**src/rtl/countdown_seq_pkg.sv**
```systemverilog
// Shared types and constants for the countdown sequencer and its prescaler.
package countdown_seq_pkg;

  localparam int DEFAULT_WIDTH      = 8;
  localparam int DEFAULT_PRESCALE_W = 8;

  localparam logic MODE_DEC  = 1'b0;
  localparam logic MODE_DIV2 = 1'b1;

  typedef enum logic [2:0] {
    IDLE = 3'd0,
    LOAD = 3'd1,
    WAIT = 3'd2,
    STEP = 3'd3,
    FIN  = 3'd4,
    ABRT = 3'd5
  } seq_state_e;

endpackage

```
**src/rtl/step_prescaler.sv**
```systemverilog
// Idle-cycle counter between step pulses: reload to P, count down, flag zero.
module step_prescaler
  import countdown_seq_pkg::*;
#(
  parameter int PRESCALE_W = DEFAULT_PRESCALE_W
) (
  input  logic                  clock,
  input  logic                  reset_n,
  input  logic                  reload,
  input  logic                  dec,
  input  logic [PRESCALE_W-1:0] reload_value,
  output logic                  at_zero
);

  logic [PRESCALE_W-1:0] pcnt;

  always_ff @(posedge clock) begin
    if (!reset_n) begin
      pcnt <= '0;
    end else if (reload) begin
      pcnt <= reload_value;
    end else if (dec && (pcnt != '0)) begin
      pcnt <= pcnt - PRESCALE_W'(1);
    end
  end

  assign at_zero = (pcnt == '0);

endmodule

```
**src/rtl/countdown_sequencer.sv**
```systemverilog
// Command-driven sequencer that loads the down-counter and paces its step pulses.
//   state | meaning
//   IDLE  | ready for a command
//   LOAD  | latch captured value into the counter
//   WAIT  | idle cycles between steps, watching cnt_zero
//   STEP  | one dec or div2 pulse
//   FIN   | done pulse
//   ABRT  | aborted pulse
module countdown_sequencer
  import countdown_seq_pkg::*;
#(
  parameter int WIDTH      = DEFAULT_WIDTH,
  parameter int PRESCALE_W = DEFAULT_PRESCALE_W
) (
  input  logic                  clock,
  input  logic                  reset_n,
  input  logic                  cmd_valid,
  output logic                  cmd_ready,
  input  logic [WIDTH-1:0]      cmd_value,
  input  logic [PRESCALE_W-1:0] cmd_prescale,
  input  logic                  cmd_mode,
  input  logic                  abort,
  output logic [WIDTH-1:0]      cnt_in,
  output logic                  cnt_latch,
  output logic                  cnt_dec,
  output logic                  cnt_div2,
  input  logic                  cnt_zero,
  output logic                  busy,
  output logic                  done,
  output logic                  aborted,
  output logic [WIDTH-1:0]      step_count
);

  seq_state_e            state;
  logic [WIDTH-1:0]      value_q;
  logic [PRESCALE_W-1:0] prescale_q;
  logic                  mode_q;
  logic [WIDTH-1:0]      steps_q;
  logic                  pre_reload;
  logic                  pre_dec;
  logic                  pre_zero;

  assign pre_reload = (state == LOAD) || (state == STEP);
  assign pre_dec    = (state == WAIT) && !abort && !cnt_zero && !pre_zero;

  step_prescaler #(.PRESCALE_W(PRESCALE_W)) u_prescaler (
    .clock        (clock),
    .reset_n      (reset_n),
    .reload       (pre_reload),
    .dec          (pre_dec),
    .reload_value (prescale_q),
    .at_zero      (pre_zero)
  );

  always_ff @(posedge clock) begin
    if (!reset_n) begin
      state      <= IDLE;
      value_q    <= '0;
      prescale_q <= '0;
      mode_q     <= MODE_DEC;
      steps_q    <= '0;
    end else begin
      case (state)
        IDLE: begin
          if (cmd_valid) begin
            value_q    <= cmd_value;
            prescale_q <= cmd_prescale;
            mode_q     <= cmd_mode;
            steps_q    <= '0;
            state      <= LOAD;
          end
        end
        LOAD: state <= abort ? ABRT : WAIT;
        // Abort outranks the zero flag; zero outranks the prescale expiry.
        WAIT: begin
          if (abort) begin
            state <= ABRT;
          end else if (cnt_zero) begin
            state <= FIN;
          end else if (pre_zero) begin
            state <= STEP;
          end
        end
        STEP: begin
          steps_q <= steps_q + WIDTH'(1);
          state   <= abort ? ABRT : WAIT;
        end
        FIN:     state <= IDLE;
        ABRT:    state <= IDLE;
        default: state <= IDLE;
      endcase
    end
  end

  assign cmd_ready  = (state == IDLE);
  assign busy       = (state == LOAD) || (state == WAIT) || (state == STEP) || (state == FIN);
  assign done       = (state == FIN);
  assign aborted    = (state == ABRT);
  assign cnt_latch  = (state == LOAD);
  assign cnt_dec    = (state == STEP) && (mode_q == MODE_DEC);
  assign cnt_div2   = (state == STEP) && (mode_q == MODE_DIV2);
  assign cnt_in     = value_q;
  assign step_count = steps_q;

endmodule

```
**config.mk**
```make
export PLATFORM = sky130hd
export DESIGN_NAME = countdown_sequencer
export DESIGN_NICKNAME = d
export VERILOG_FILES = /design/src/rtl/countdown_seq_pkg.sv /design/src/rtl/step_prescaler.sv /design/src/rtl/countdown_sequencer.sv
export SDC_FILE = /design/constraint.sdc
export NUM_CORES = 1
export LEC_CHECK = 0
export BUFFER_PORTS_ARGS = -buffer_cell sky130_fd_sc_hd__clkbuf_2
export CAP_MARGIN = 30
export CORE_UTILIZATION = 50
export DETAILED_ROUTE_END_ITERATION = 16
export HOLD_SLACK_MARGIN = 0.02
export PLACE_DENSITY = 0.75
export SKIP_CTS_REPAIR_TIMING = 1
export SLEW_MARGIN = 40
export SYNTH_ARGS = -nofsm -noshare
export SYNTH_HDL_FRONTEND = slang
export SYNTH_SLANG_ARGS = --single-unit
export TNS_END_PERCENT = 10
```
**constraint.sdc**
```tcl
create_clock -name clock -period 2.29 [get_ports clock]
set_input_delay 0.229 -clock clock [delete_from_list [all_inputs] [get_ports clock]]
set_output_delay 0.229 -clock clock [all_outputs]
set_load 0.05 [all_outputs]
```
# Yosys cells after proc, flatten, opt, wreduce, memory -nomap -nowiden

Cells that the tools add are included.

Bits in read-only memories: 0
Register bits after elaboration: 36
Logic and storage cells: 48
Bits of input ports: 22
Memories: 0
Output and inout port bits: 23
Bits in latches: 0
Memory bits (writable): 0

Add/sub/neg operators: 2
Magnitude comparators: 0
Multiply operators: 0
Shifts and indexed selects: 0
Equality and inequality tests: 7
Bitwise gates (word level): 1
Mux-type cells: 10
Divide/modulo/power cells: 0
Reductions and logical operators: 22

Operator list:

| operator                                                               | count |
|---|---|
| 8-bit 2-to-1 mux                                                       | 3 |
| 8-bit one-hot mux with 2 select lines                                  | 1 |
| 3-bit 2-to-1 mux                                                       | 5 |
| 3-bit one-hot mux with 3 select lines                                  | 1 |
| 8-bit by 1-bit adder with 8-bit output (second input constant)         | 1 |
| 8-bit zero test                                                        | 1 |
| 8-bit nonzero test                                                     | 1 |
| 8-bit by 1-bit subtractor with 8-bit output (second input constant)    | 1 |
| 3-bit by 2-bit equality test with 1-bit output (second input constant) | 2 |
| 3-bit equality test (second input constant)                            | 2 |
| 1-bit logical AND                                                      | 6 |
| 2-bit AND reduction                                                    | 3 |
| 1-bit logical OR                                                       | 4 |
| 4-bit != test (second input constant)                                  | 1 |
| 2-bit nonzero test                                                     | 2 |
| 3-bit by 1-bit equality test with 1-bit output (second input constant) | 1 |
| 1-bit zero test                                                        | 3 |
| 3-bit zero test                                                        | 1 |
| 2-bit != test (second input constant)                                  | 1 |
| 2-bit OR reduction                                                     | 1 |
| 1-bit NOT                                                              | 1 |

# Logic depth before layout (Yosys ltp)

Word-level depth: 7
Depth in mapped cells: 7

# Cells and area by module

From an unflattened synthesis, not the netlist that was laid out.

Cells, all modules: 207
Area, all modules: 1746.7 µm²

By module, submodules not included:

| module              | sequential area each (µm²) | cells an instance | instances | area each (µm²) |
|---|---|---|---|---|
| countdown_sequencer | 560.5                      | 149               | 1         | 1238.7 |
| step_prescaler      | 160.2                      | 58                | 1         | 508.0 |

# Worst setup path before layout

No wires, ideal clock.

Path kind: register -> register
From: register state[2]
To: register value_q[0], in the netlist cnt_in[0]
Period minus slack after synthesis: 2.384 ns
Path slack: -0.094 ns
Data arrival time: 2.308 ns
Cell stages (with the launch flop): 8
Buffers on the path: 3
Library setup time: 0.076 ns
Path through: dfxtp_1 -> buf_2 -> nor3_1 -> and2_1 -> buf_2 -> buf_4 -> nand2_1 -> a21boi_0

Word-level cells in the longest chain between the ends: 2

RTL lines:

| item                                 | line                      | RTL |
|---|---|---|
| from (decl)                          | countdown_sequencer.sv:34 | `seq_state_e state;` |
| from (signal assigned)               | countdown_sequencer.sv:73 | `LOAD: state <= abort ? ABRT : WAIT;` |
| from (signal assigned)               | countdown_sequencer.sv:86 | `state <= abort ? ABRT : WAIT;` |
| 3-bit zero test                      | --                        |  |
| net cmd_ready                        | countdown_sequencer.sv:18 | `output logic cmd_ready,` |
| 2-bit AND reduction (no source line) | --                        |  |
| to (signal assigned)                 | countdown_sequencer.sv:66 | `value_q <= cmd_value;` |
| to (decl)                            | countdown_sequencer.sv:35 | `logic [WIDTH-1:0] value_q;` |

The timed path passes the listed nets, and every way through them passes these cells.
A chain may end at the register's enable or synchronous reset.

# Worst setup path after layout

From: register state[0]
To: output port cnt_div2

Word-level cells in the longest chain between the ends: 2

RTL lines:

| item                                           | line                       | RTL |
|---|---|---|
| 3-bit by 2-bit equality test with 1-bit output | countdown_sequencer.sv:101 | `assign cnt_div2 = (state == STEP) && (mode_q == MODE_DIV2);` |
| 1-bit logical AND                              | countdown_sequencer.sv:101 |  |
| to (decl)                                      | countdown_sequencer.sv:26  | `output logic cnt_div2,` |

No other way between the ends.

==> flow_summary.json <==
{
  "leakage_nw": 0.9072,
  "avgRoutedWirePerCell_um": 13.96,
  "dieArea_um2": 3928,
  "final_net_count": 286,
  "grt_use_met1_pct": 29.46,
  "crit_chain": "nor2b_1 > buf_4 > and3_1 > clkbuf_2",
  "cts_buffers": 5,
  "grt_pass1_wl_um": 7314,
  "postRouteAntennaNets": 0,
  "io_pins": 45,
  "path_buf_inv": 2,
  "drt-pass1-iter-count": 4,
  "synthFlopType": "dfxtp_1",
  "dr.first_iter.drc_count": 101,
  "ys_top_cells_by_area": "dfxtp_1 (39%), nand2_1 (9.2%), a21boi_0 (6.1%), nand3_1 (3.0%), clkbuf_1 (2.0%)",
  "worstHoldPathCells": 3,
  "synthArstFlopShare_pct": 0,
  "status": "complete, no violations",
  "grt.met3_usage_pct": 5.474,
  "power_frac_clock_pct": 35.7,
  "yosys_warnings": 0,
  "grt_max_degree": 29,
  "drc": 0,
  "port-buffer-count": 44,
  "vdd_drop_max_v": 0.0004026,
  "skew_ns": 0.003650,
  "internal_power_mw": 1.085,
  "crit_required_ns": 2.06,
  "tightest_slew_ns": 0.6193,
  "synth_top_cell_area_share_pct": 39.16,
  "synth_area_um2": 1841,
  "drv_cap": 0,
  "critical_path_arrival_ns": 1.66,
  "final_layout_size_suffix_gt1_share_pct": 26.72,
  "gp_congestion": 0.7990,
  "clock_path_buffers": 2,
  "antenna_cells": 0,
  "rows": 21,
  "cts_sinks": 36,
  "coreArea_um2": 3442,
  "synth-edff-count": 0,
  "tritoncts": "yes",
  "initial_core_util_pct": 53.47,
  "postSynthCellCount": 221,
  "die_y_um": 62.67,
  "slowest_delay_ns": 0.55,
  "vias_per_cell": 5.640,
  "end_kind": "output port",
  "grt.overflow.total": 0,
  "worst_skew_pair.late_latency_ns": 0.29,
  "cp_slowest_cell": "dfxtp_1",
  "syn_avg_cell_area_um2": 8.328,
  "power_density_nw_per_um2": 716.6,
  "dp_hpwl_um": 3006,
  "swShare_pct": 31.03,
  "power.switching_mw": 0.4883,
  "wirelength_um": 4301,
  "crit_family": "flip-flops",
  "die_x_um": 62.67,
  "r2r_cells": 5,
  "h-tree-depth": 2,
  "yosys.cell_count.top_type": "nand2_1",
  "slew_viol_final": 0,
  "rsz0062_at_grt": "no",
  "crit_type": "reg -> out",
  "grt_use_total_pct": 23.40,
  "power.total_mw": 1.573,
  "cts_root_buf": "clkbuf_8",
  "ys_types": 51,
  "grt_use_met2_pct": 37.77,
  "grt_pass1_vias": 1579,
  "antenna_found_initial": 0,
  "cp.depth": 4,
  "finalHoldViolCount": 0,
  "finalCritPeriodShare_pct": 82.60,
  "synth_largest_area_cell": "dfxtp_1",
  "area_growth_pct": 19.31,
  "fmaxAchievable_mhz": 528.7,
  "startpoint_type": "flip-flop",
  "busiest_layer": "met2",
  "hold_class": "in -> reg",
  "setup_tns_ns": 0,
  "ys_seq_area_share_pct": 39.16,
  "critPathMaxFanout": 12,
  "slew_headroom_pct": 58.71,
  "comb_power_share_pct": 20.1,
  "fin_crit_ns": 1.892,
  "vias": 1737,
  "synth_seq_cells": 36,
  "seqPwrFrac_pct": 44.2,
  "clk_pin_slew_worst_paths_ns": 0.07,
  "synth_nets": 246,
  "setup_violations": 0,
  "synth_top_cells_by_count": "nand2_1 (45), dfxtp_1 (36), a21boi_0 (15), nand3_1 (11), clkbuf_1 (10)"
}
==> logic make-up after synthesis <==
logic type	after synthesis	share of synthesized area, %
multiplexers	1	0.5439
adder cells (fa/ha/maj)	3	2.040
XOR/XNOR	1	0.4760
buffers and inverters	22	5.575
flip-flops	36	39.16
AO/OA/AOI/OAI	53	21.96
AND/OR/NAND/NOR	105	30.25
==> per-stage QoR <==
step	instances	util (%)	worst slack [ns]	cell area [um^2]	hold WS, ns
3_5_place_dp	300	60.56	0.4844	2085	0.4441
3_3_place_gp	300	60.56	0.5168	2085	0.4463
4_1_cts	308	63.80	0.4028	2196	0.1517
5_1_grt	308	63.80	0.3129	2196	0.1467
2_1_floorplan	221	-	0.3671	1846	0.3639
6_report	308	63.80	0.3984	2196	0.1542
==> registers in the layout, indices dropped and copies added (netlist names) <==
register / count
cnt_in: 8
prescale_q: 8
step_count: 8
u_prescaler.pcnt: 8
state: 3
mode_q: 1
==> area by class of cell <==
class / count / area [um^2]
fillers: 324 / 1246
multi-input cells: 163 / 1022
flip-flops and latches: 36 / 720.7
repair buffers: 50 / 265.3
clock buffers: 5 / 68.82
well taps: 46 / 57.56
clock inverters: 3 / 42.54
inverters: 5 / 18.77
==> path summary, 6_finish.rpt <==
kind | startpoint | to | slack [ns]
worst max-delay path | state[0] | cnt_div2 | 0.40
worst min-delay path | cmd_value[6] | cnt_in[6] | 0.15
worst max register to register | state[0] | u_prescaler.pcnt[1] | 0.44
worst min register to register | cnt_in[6] | cnt_in[6] | 0.45
==> power groups by stage <==
stage	combinational, mW	clock [mW]	sequential [mW]
floorplan	0.211	0	0.733
global placement	0.312	0	0.708
detailed placement	0.316	0	0.709
CTS	0.317	0.564	0.695
global route	0.347	0.594	0.700
finish	0.316	0.562	0.696
==> per-layer routing <==
| layer | vias to the layer above | share of wire, % |
|---|---|---|
| met5 | - | 0 |
| met1 | 821 | 45 |
| met3 | 8 | 4.5 |
| met2 | 40 | 49 |
| li1 | 868 | - |
| met4 | 0 | 1.5 |
==> cell usage in the layout, fill, tap and decap left out, types with 3 or more instances in the layout <==
master    netlist  layout
ha_1            3       3
dfxtp_1        36      36
clkbuf_2        0      44
and3_1          5       5
nor2_1          9       9
a21boi_1        4       4
clkbuf_8        0       5
and2_1          5       5
o21ai_0         5       5
inv_1           5       5
nand2_1        45      45
a21oi_1         6       6
nor3_1          5       4
o211ai_1        5       5
a21boi_0       15      15
nand3_1        11      11
buf_4           2       6
nor4_2          3       3
==> worst register-to-register path, cell delays in order (launching register included) <==
cell and delay [ns]:
dfxtp_1 0.42, or4b_4 0.60, nor2_2 0.11, buf_4 0.19
a21oi_2 0.08, a311o_1 0.34
(Power assumes the default switching activity.)
